## config.mk

```make
export PLATFORM = sky130hd
export DESIGN_NAME = key_chain_loader
export DESIGN_NICKNAME = d
export VERILOG_FILES = /design/src/rtl/key_chain_loader.sv
export SDC_FILE = /design/constraint.sdc
export NUM_CORES = 1
export LEC_CHECK = 0
export CAP_MARGIN = 40
export CORE_AREA = 2 2 99 101
export CTS_CLUSTER_DIAMETER = 80
export DETAILED_ROUTE_END_ITERATION = 10
export DIE_AREA = 0 0 101 103
export HOLD_SLACK_MARGIN = 0.05
export PLACE_DENSITY = 0.69
export SKIP_CTS_REPAIR_TIMING = 1
export SLEW_MARGIN = 40
export SYNTH_ARGS = -nofsm -noshare
export SYNTH_HDL_FRONTEND = slang
export SYNTH_SLANG_ARGS = --single-unit
```

## constraint.sdc

```tcl
create_clock -name clk -period 3.7 [get_ports clk]
set_input_delay 1.11 -clock clk [delete_from_list [all_inputs] [get_ports clk]]
set_output_delay 1.11 -clock clk [all_outputs]
set_load 0.03 [all_outputs]
```

## src/rtl/key_chain_loader.sv

```systemverilog
// Serial key receiver: hunts a sync byte, shifts in a KEY_W-bit key LSB first,
// checks even parity and presents the key with a valid/ack handshake.
module key_chain_loader #(
    parameter int unsigned KEY_W   = 32,
    parameter logic [7:0]  SYNC    = 8'hA5,
    parameter int unsigned TIMEOUT = 255
) (
    input  logic             clk,
    input  logic             rst,
    input  logic             sin,
    input  logic             sin_valid,
    output logic [KEY_W-1:0] key_out,
    output logic             key_valid,
    input  logic             key_ack,
    output logic             err
);

    localparam int unsigned CNT_W = $clog2(KEY_W);
    localparam int unsigned GAP_W = $clog2(TIMEOUT + 1);
    localparam logic [CNT_W-1:0] LAST_BIT = CNT_W'(KEY_W - 1);
    localparam logic [GAP_W-1:0] GAP_LAST = GAP_W'(TIMEOUT - 1);

    typedef enum logic [1:0] {IDLE, DATA, PARITY, HOLD} state_t;

    state_t             state, state_nxt;
    logic [7:0]         sync_sr, sync_nxt;
    logic [KEY_W-1:0]   shadow, shadow_nxt;
    logic [CNT_W-1:0]   cnt, cnt_nxt;
    logic [GAP_W-1:0]   gap, gap_nxt;
    logic [KEY_W-1:0]   key_nxt;
    logic               valid_nxt;
    logic               err_nxt;
    logic               to_idle;
    logic [7:0]         sync_word;

    assign sync_word = {sync_sr[6:0], sin};

    always_ff @(posedge clk or posedge rst) begin
        if (rst) begin
            state     <= IDLE;
            sync_sr   <= '0;
            shadow    <= '0;
            cnt       <= '0;
            gap       <= '0;
            key_out   <= '0;
            key_valid <= 1'b0;
            err       <= 1'b0;
        end else begin
            state     <= state_nxt;
            sync_sr   <= sync_nxt;
            shadow    <= shadow_nxt;
            cnt       <= cnt_nxt;
            gap       <= gap_nxt;
            key_out   <= key_nxt;
            key_valid <= valid_nxt;
            err       <= err_nxt;
        end
    end

    always_comb begin
        state_nxt  = state;
        sync_nxt   = sync_sr;
        shadow_nxt = shadow;
        cnt_nxt    = cnt;
        gap_nxt    = gap;
        key_nxt    = key_out;
        valid_nxt  = key_valid;
        err_nxt    = 1'b0;
        to_idle    = 1'b0;

        case (state)
            IDLE: begin
                if (sin_valid) begin
                    sync_nxt = sync_word;
                    if (sync_word == SYNC) begin
                        state_nxt = DATA;
                        cnt_nxt   = '0;
                        gap_nxt   = '0;
                    end
                end
            end
            DATA: begin
                if (sin_valid) begin
                    shadow_nxt[cnt] = sin;
                    gap_nxt         = '0;
                    if (cnt == LAST_BIT) begin
                        state_nxt = PARITY;
                    end else begin
                        cnt_nxt = cnt + 1'b1;
                    end
                end else if (gap == GAP_LAST) begin
                    err_nxt = 1'b1;
                    to_idle = 1'b1;
                end else begin
                    gap_nxt = gap + 1'b1;
                end
            end
            PARITY: begin
                // Parity bit makes the total count of ones over data plus parity even
                if (sin_valid) begin
                    gap_nxt = '0;
                    if (sin == ^shadow) begin
                        key_nxt   = shadow;
                        valid_nxt = 1'b1;
                        state_nxt = HOLD;
                    end else begin
                        err_nxt = 1'b1;
                        to_idle = 1'b1;
                    end
                end else if (gap == GAP_LAST) begin
                    err_nxt = 1'b1;
                    to_idle = 1'b1;
                end else begin
                    gap_nxt = gap + 1'b1;
                end
            end
            HOLD: begin
                if (key_ack) begin
                    valid_nxt = 1'b0;
                    to_idle   = 1'b1;
                end
            end
            default: to_idle = 1'b1;
        endcase

        // Every return to IDLE restarts the sync hunt from a clean slate
        if (to_idle) begin
            state_nxt  = IDLE;
            sync_nxt   = '0;
            shadow_nxt = '0;
            cnt_nxt    = '0;
            gap_nxt    = '0;
        end
    end

endmodule

```

; Word level (Yosys, flattened, before mapping)
; Cells that the tools add are included.
[totals]
ff_bits = 88
wordCells = 88
out_inout_bits = 34
in_bits = 5
[classes]
reduce_logical = 18
n_eq_ne = 18
addsub = 2
n_lt_le_gt_ge = 2
n_mux = 40
[ops]
columns = cell, count
row1 = 32-bit 2-to-1 mux, 3
row2 = 8-bit 2-to-1 mux, 5
row3 = 32-bit bitwise mux, 1
row4 = 32-bit parity, 1
row5 = 5-bit 2-to-1 mux, 5
row6 = 7-bit 2-to-1 mux, 3
row7 = "3-bit inequality test, second input constant", 7
row8 = "8-bit equality test, second input constant", 2
row9 = 8-bit case mux with 2 select lines, 1
row10 = 2-bit 2-to-1 mux, 7
row11 = 5-bit case mux with 2 select lines, 1
row12 = 1-bit 2-to-1 mux, 9
row13 = "8-bit by 1-bit adder with 8-bit output, second input constant", 1
row14 = 4-bit AND reduction, 2
row15 = 2-bit nonzero test, 4
row16 = 7-bit AND reduction, 1
row17 = "5-bit by 6-bit < comparator with 1-bit output, second input constant", 1
row18 = "2-bit inequality test, second input constant", 3
row19 = 2-bit case mux with 3 select lines, 1
row20 = 3-bit nonzero test, 2
row21 = "5-bit by 1-bit adder with 5-bit output, second input constant", 1
row22 = 1-bit demux with 5-bit select, 1
row23 = "5-bit equality test, second input constant", 1
row24 = "5-bit by 1-bit greater-or-equal comparator with 1-bit output, second input constant", 1
row25 = 13 further kinds, 16

; Logic depth before layout (Yosys ltp)
; Gate-level depths: netlist of the first run.
[logic_depth]
depth_word = 8
depth_mapped = 11
mapped_depth_nobuf = 11

; Worst setup path before layout of the first run
; No wires, ideal clock.
[synth_path]
path_type = input to register
start = in sin
end = reg cnt[0]
path_buffers = 0
stages = 9
setup_time_ns = 0.125
path_slack_ns = 0.298
required_ns = 3.575
arrival_time_ns = 3.277
cell_sequence = xnor2_1 -> xnor2_1 -> xnor2_1 -> xnor3_2 -> mux2i_2 -> nand2_1 -> a22oi_1 -> o21ai_2 -> mux2_4
[synth_via]
elab_chain_cells = 6
word_cells_on_any_way = 12
cone_classes = 6 x eq/ne / 4 x mux / 2 x reduce/logical
[synth_rtl]
columns = item, line
row1 = "start, declared", 10  ; input logic sin,
row2 = 1-bit equality test, 102  ; if (sin == ^shadow) begin
row3 = 1-bit 2-to-1 mux, 102
row4 = 1-bit 2-to-1 mux, 100  ; if (sin_valid) begin
row5 = 1-bit case mux with 3 select lines, 71  ; case (state)
row6 = 3-bit inequality test (no line) or 3-bit nonzero test (tied branches), --
row7 = 5-bit AND reduction (no line), --
row8 = "end signal, assigned", 52  ; cnt <= cnt_nxt;
row9 = "end, declared", 28  ; logic [CNT_W-1:0] cnt, cnt_nxt;
; Several ways; a longest one is shown, not always the timed one.
; A chain may end at the register's enable or synchronous reset.

; Worst setup path after layout of the first run
[layout_path]
start = in sin
end = reg shadow[5]
[layout_via]
elab_chain_cells = 6
word_cells_on_any_way = 11
cone_classes = 1 x eq/ne / 7 x mux / 3 x reduce/logical
[layout_rtl]
columns = item, line
row1 = 1-bit equality test, 102
row2 = 1-bit 2-to-1 mux, 102
row3 = 1-bit 2-to-1 mux, 100
row4 = 1-bit case mux with 3 select lines, 71
row5 = 2-bit nonzero test (no line), --
row6 = 2-bit AND reduction (no line), --
row7 = "end signal, assigned", 51  ; shadow <= shadow_nxt;
row8 = "end, declared", 27  ; logic [KEY_W-1:0] shadow, shadow_nxt;
; Several ways; a longest one is shown, not always the timed one. The select of a mux whose other input is x is not followed.

==> metrics.csv, run 1 <==
stage,metric,value,unit
finish,instances_no_fill,619,
detailed_routing,vias,3565,
finish,drive_gt1_frac,0.184,
finish,fin_nets,516,
worst_setup_path,slowest_stage,clkdlybuf4s50_1,
min_path,hp-start,key_out[23],
yosys,syn_avg_cell_area,10.0,µm²
yosys,synth_cell_types,49,
clock_tree,path_clk_slew,0.11,ns
worst_setup_path,crit_end,shadow[5],
global_route,gr-total-overflow,0,
die,core,0.00946,mm²
pwr,leakagePower,0.00235,µW
detailed_routing,routed_wl,10.1,mm
placed_design,dp.cells,601,
detailed_routing,wire_per_inst,16.3,µm
global_route,grt_max_degree,53,
sta,rsz0062_at_grt,false,
sta,clock.fmax,0.285,GHz
die,fp.dieH,103,µm
detailed_routing,top_layer,met4,
sta,final_max_slew_viol_count,0,
yosys,syn_inst,452,
detailed_routing,viasPerCell,5.76,
worst_setup_path,crit_top_cell,xnor2_1,
detailed_routing,first_iter_violations,267,
yosys,yosys.area.top_type,dfrtp_1,
sta,hold_viol_final,0,
worst_setup_path,cp_max_fo,8,
detailed_routing,firstDrtPassIters,5,
detailed_routing,wl_met3,637,µm
clock_tree,cts_sinks,88,
sta,min_period,3.51,ns
pwr,irDropWorstVdd,0.517,mV
die,row_count,36,
clock_tree,numCtsBuffers,9,
sta,tightest_slew,0.669,ns
clock_tree,cts.path.max_buffers,2,
finish,post-route-util,0.574,
min_path,hold_path_depth,1,
die,dieArea,0.0104,mm²
worst_setup_path,cp.arrival,3.80,ns
worst_setup_path,r2r-end,shadow[5],
sta,skew,0.0213,ns
worst_setup_path,required,4.00,ns
finish,diodes,0,
detailed_routing,drt.antenna.violating_nets,0,
clock_tree,htreeDepth,3,
yosys,synth_top_area_frac,0.485,
worst_setup_path,rr_startpoint,shadow[15],
worst_setup_path,critPathKind,in2reg,
detailed_routing,drc,0,
placed_design,port_buffers,38,
worst_setup_path,worstSetupStartpoint,sin,
worst_setup_path,reg2reg_setup_slack,0.60,ns
clock_tree,root_buffer,clkbuf_8,
run,cap_violations,0,
die,pin_count,39,
yosys,synth-seq-area-share,0.485,
die,initial_core_util,0.480,
detailed_routing,met1Wirelength,4.41,mm
worst_setup_path,cp-end-kind,flip-flop,
yosys,syn-num-nets,468,
clock_tree,cts_tree,done,
clock_tree,clk-insertion-delay-late,0.38,ns
worst_setup_path,path_delay_family,XOR/XNOR gates,
sta,setup_viol,0,
sta,slew_headroom,0.553,
global_route,antenna_found_initial,0,
worst_setup_path,max_stage_delay,0.50,ns
placed_design,post-dp-hpwl,6.87,mm
worst_setup_path,crit_chain,clkdlybuf4s50_1 > xnor2_1 > xnor2_1 > xnor2_1 > xnor3_2 > mux2i_2 > a311o_4 > nor3b_4 > buf_4 > nand2_2 > o21ai_0,
run_status,status,completed,
global_route,grt_pass1_vias,3296,
min_path,hp-class,reg2reg,
die,die_w,101,µm
global_route,grt_usage,0.202,
worst_setup_path,cp.depth,11,
sta,fin_crit_sh,0.948,
finish,synthToLayoutAreaGrowth,19.6,%
yosys,ys_ff_latch,88,
worst_setup_path,crit_buf_inv,2,
yosys,synth_area,0.00454,mm²
placed_design,dp_slack,-0.375,ns
worst_setup_path,r2r_cells,10,
detailed_routing,dr_wl_met2,4.87,mm
worst_setup_path,crit_path_start_kind,input pin,
yosys,yosysWarningCount,0,
placed_design,place_congestion,0.893,
pwr,p_per_area,1040,mW/mm²
global_route,grt_pass1_wl,16.3,mm
yosys,synthTopCellsByArea,"dfrtp_1 (48%), o21ai_0 (8.5%), mux2_2 (8.2%)",
sta,fin_ws,0.192,ns
per-stage QoR:
| step | TNS, ns | power (µW) | hold slack [ns] | instance area (µm²) |
|---|---|---|---|---|
| CTS | 0 | 5640 | 0.516 | 5400 |
| detailed placement | -11.58 | 4860 | 0.494 | 5160 |
| finish | 0 | 5660 | 0.515 | 5430 |
| global placement | -9.05 | 4780 | 0.485 | 5160 |
| floorplan | 0 | 3720 | 0.472 | 4540 |
| global route | 0 | 6070 | 0.527 | 5430 |
per-layer routing:
metal / up-vias / GRT usage
met1: 1718 / 0.268
met2: 138 / 0.326
met3: 15 / 0.0515
met4: 0 / 0.0665
met5: - / 0
li1: 1694 / -
how the worst min path moves through the flow:
stage / end / slack, ns
2_1_floorplan: sync_sr[6] / 0.47
3_3_place_gp: sync_sr[6] / 0.48
3_5_place_dp: key_out[25] / 0.49
4_1_cts: key_out[25] / 0.52
5_1_grt: key_out[16] / 0.53
6_report: key_out[23] / 0.52
worst reg2reg max path, delay by kind of cell, from the launching register on:
family	cells	cell delay, ns
flip-flops	1	0.44
multiplexers	1	0.23
XOR/XNOR	4	1.14
AND/OR/NAND/NOR	2	0.36
AO/OA/AOI/OAI	2	0.68
buffers and inverters	1	0.17
final cells by class:
class                   count  area, µm²
multi-input cells         330       2230
well taps                 114        143
flip-flops and latches     88       2200
clock buffers               9        124
inverters                  10       38.8
clock inverters             7        111
fillers                   826       4030
repair buffers             61        578
state kept, by name (all words and copies together), names as in the netlist:
signal     flops
key_out       32
shadow        32
state          2
key_valid      1
sync_sr        7
cnt            5
err            1
gap            8
cell families (layout without fill, tap and decap cells):
logic type,count (synthesis),after routing,share of synthesized area
buffers and inverters,34,87,0.0289
AO/OA/AOI/OAI,147,147,0.182
adder cells (fa/ha/maj),11,11,0.0303
XOR/XNOR,32,32,0.0697
AND/OR/NAND/NOR,103,103,0.112
multiplexers,37,37,0.0926
flip-flops,88,88,0.485
power by group:
group,internal (µW),leakage (µW),switching [µW],total (µW)
logic,1590,0.00103,1780,3370
clock network,394,0.000118,385,779
registers,1240,0.00120,272,1510
total,3220,0.00235,2440,5660
layout by cell type (no fill, tap or decap), types with 9 or more instances in the layout:
| master | Yosys | layout |
|---|---|---|
| ha_1 | 11 | 11 |
| o21ai_1 | 6 | 15 |
| mux2_2 | 33 | 33 |
| buf_4 | 0 | 21 |
| clkbuf_8 | 0 | 9 |
| nand2_1 | 39 | 36 |
| o21ai_0 | 77 | 67 |
| clkdlybuf4s50_1 | 0 | 38 |
| inv_1 | 10 | 9 |
| a21oi_1 | 38 | 38 |
| xnor2_1 | 27 | 27 |
| nor2_1 | 21 | 20 |
| dfrtp_1 | 88 | 88 |
synthesized netlist by cell type (all sizes together):
cell and n:
nand2 39, a21boi 2, xnor3 2, buf 3
xor2 2, clkbuf 21, o211ai 1, nor4b 3
a22oi 1, nand3 7, o2bb2ai 1, a311o 1
a2bb2oi 1, a31oi 2, nor3 5, nand3b 1
mux2 34, a211oi 4, nor2b 8, nor2 21
xnor2 28, a21oi 39, dfrtp 88, o31ai 5
nand4 3, ha 11, a21bo 1, nor3b 1
o21a 2, a221oi 1, or2 2, nand2b 2
o21ai 84, and2 5, and3 2, a31o 2
or4 1, mux2i 3, inv 10, or3 3
Note: power is estimated with default switching activity, not from simulation.
==> run 2, diff against run 1 <==
- CTS_CLUSTER_DIAMETER: 80 -> 100
==> results of run 2 <==
The final DEF is identical to that of run 1; final timing and power are the same.
==> run 3, diff against run 2 <==
--- a/config.mk
+++ b/config.mk
@@ -13,4 +13,5 @@
 export HOLD_SLACK_MARGIN = 0.05
 export PLACE_DENSITY = 0.69
+export SETUP_SLACK_MARGIN = 0.4
 export SKIP_CTS_REPAIR_TIMING = 1
 export SLEW_MARGIN = 40
==> constraint.sdc (replaced) <==
create_clock -name clk -period 3.7 [get_ports clk]
set_input_delay 0.74 -clock clk [delete_from_list [all_inputs] [get_ports clk]]
set_output_delay 0.74 -clock clk [all_outputs]
set_load 0.03 [all_outputs]
==> metrics.csv, run 3 (same netlist as run 1, synthesis figures left out) <==
stage,metric,value,unit,change
sta,hold_viol_final,0,,unchanged
sta,fin_crit_sh,0.846,,was 0.948
placed_design,place_congestion,0.860,,was 0.893
die,fp.dieH,103,µm,unchanged
sta,skew,0.0136,ns,was 0.0213 ns
die,core,0.00946,mm²,unchanged
global_route,grt_pass1_vias,3337,,was 3296
die,row_count,36,,unchanged
worst_setup_path,path_delay_family,XOR/XNOR gates,,unchanged
worst_setup_path,critPathKind,in2reg,,unchanged
placed_design,port_buffers,38,,unchanged
die,pin_count,39,,unchanged
finish,final_cell_mix,"dfrtp_1 (88), o21ai_0 (67), a21oi_1 (38), clkdlybuf4s50_1 (38), nand2_1 (36)",,unchanged
global_route,grt_max_degree,43,,was 53
detailed_routing,vias,3564,,was 3565
worst_setup_path,cp-end-kind,flip-flop,,unchanged
clock_tree,htreeDepth,3,,unchanged
worst_setup_path,required,3.99,ns,was 4.00 ns
finish,drive_gt1_frac,0.173,,was 0.184
worst_setup_path,crit_buf_inv,2,,unchanged
global_route,gr-total-overflow,0,,unchanged
sta,final_max_slew_viol_count,0,,unchanged
worst_setup_path,cp.arrival,3.41,ns,was 3.80 ns
finish,post-route-util,0.568,,was 0.574
worst_setup_path,slowest_stage,clkdlybuf4s50_1,,unchanged
clock_tree,path_clk_slew,0.08,ns,was 0.11 ns
finish,fin_nets,511,,was 516
clock_tree,cts_sinks,88,,unchanged
detailed_routing,first_iter_violations,323,,was 267
finish,multi_input_area,0.00224,mm²,was 0.00223 mm²
pwr,irDropWorstVdd,0.569,mV,was 0.517 mV
global_route,grt_usage,0.207,,was 0.202
detailed_routing,routed_wl,10.1,mm,about the same
die,initial_core_util,0.480,,unchanged
run,cap_violations,0,,unchanged
die,die_w,101,µm,unchanged
die,dieArea,0.0104,mm²,unchanged
finish,diodes,0,,unchanged
sta,slew_headroom,0.606,,was 0.553
worst_setup_path,cp_max_fo,8,,unchanged
finish,top_regs,"key_out: 32 flops, shadow: 32 flops, gap: 8 flops",,unchanged
detailed_routing,drt.antenna.violating_nets,0,,unchanged
global_route,antenna_found_initial,0,,unchanged
min_path,hp-class,reg2reg,,unchanged
worst_setup_path,crit_path_start_kind,input pin,,unchanged
pwr,leakagePower,0.00233,µW,was 0.00235 µW
sta,min_period,3.13,ns,was 3.51 ns
clock_tree,root_buffer,clkbuf_8,,unchanged
finish,final_common_cell,dfrtp_1,,unchanged
finish,register_area,0.00220,mm²,unchanged
worst_setup_path,crit_top_cell,xnor2_1,,unchanged
sta,tightest_slew,0.591,ns,was 0.669 ns
clock_tree,clk-insertion-delay-late,0.37,ns,was 0.38 ns
sta,rsz0062_at_grt,false,,unchanged
worst_setup_path,crit_chain,clkdlybuf4s50_1 > xnor2_1 > xnor2_1 > xnor2_1 > xnor3_2 > mux2i_2 > a311o_4 > nor3b_4 > buf_4 > nand2_2 > o21ai_0,,unchanged
run_status,status,completed,,unchanged
sta,tns,0,ns,unchanged
sta,setup_viol,0,,unchanged
finish,synthToLayoutAreaGrowth,18.2,%,was 19.6%
global_route,grt_pass1_wl,16.8,mm,was 16.3 mm
detailed_routing,viasPerCell,5.82,,was 5.76
clock_tree,cts_tree,done,,unchanged
pwr,p_per_area,1000,mW/mm²,was 1040 mW/mm²
sta,clock.fmax,0.320,GHz,was 0.285 GHz
worst_setup_path,max_stage_delay,0.50,ns,about the same
clock_tree,numCtsBuffers,9,,unchanged
detailed_routing,wire_per_inst,16.5,µm,was 16.3 µm
clock_tree,cts.path.max_buffers,2,,unchanged
finish,num-fill-cells,816,,was 826
detailed_routing,drc,0,,unchanged
placed_design,post-dp-hpwl,7.04,mm,was 6.87 mm
detailed_routing,firstDrtPassIters,5,,unchanged
[run 3: changes by cell type in the layout (fill, tap and decap cells not counted), sizes merged]
cell,change
buf,-5
inv,-2
[run 3: worst paths after layout]
kind	from	end	slack (ns)	depth (start not counted)
worst max-delay path	sin	shadow[28]	0.57	11
worst min register to register	key_out[31]	key_out[31]	0.51	1
worst max register to register	shadow[15]	shadow[28]	0.59	10
worst min-delay path	key_out[31]	key_out[31]	0.51	1
min in group asynchronous	rst	key_out[8]	0.62	2
max in group asynchronous	rst	cnt[0]	2.26	4
[run 3: power by group]
part / switching (µW) / total, µW / internal, µW
Combinational: 1750 / 3160 / 1410
Clock: 341 / 716 / 375
Sequential: 267 / 1500 / 1240
[run 3: routing by layer]
| metal | global-route usage | wire length, µm |
|---|---|---|
| met2 | 0.333 | 4960 |
| met4 | 0.0821 | 143 |
| met3 | 0.0414 | 481 |
| met5 | 0 | 0 |
| met1 | 0.278 | 4500 |
[run 3: per-stage QoR]
| stage | setup slack (ns) | cell area (µm²) | hold slack (ns) | instances | total power (µW) |
|---|---|---|---|---|---|
| CTS | 0.343 | 5310 | 0.515 | 609 | 5360 |
| global route | 0.470 | 5370 | 0.527 | 612 | 5750 |
| finish | 0.571 | 5370 | 0.510 | 612 | 5380 |
| detailed placement | -0.0339 | 5110 | 0.494 | 595 | 4630 |
| global placement | 0.0743 | 5110 | 0.485 | 595 | 4550 |
| floorplan | 0.668 | 4540 | 0.472 | 452 | 3720 |
[run 3: layout make-up]
type	instances	share of cell area
clock buffer	9	0.0231
clock inverter	5	0.0154
inverter	10	0.00722
multi-input combinational	330	0.417
sequential	88	0.410
tap	114	0.0266
timing repair buffer	56	0.101
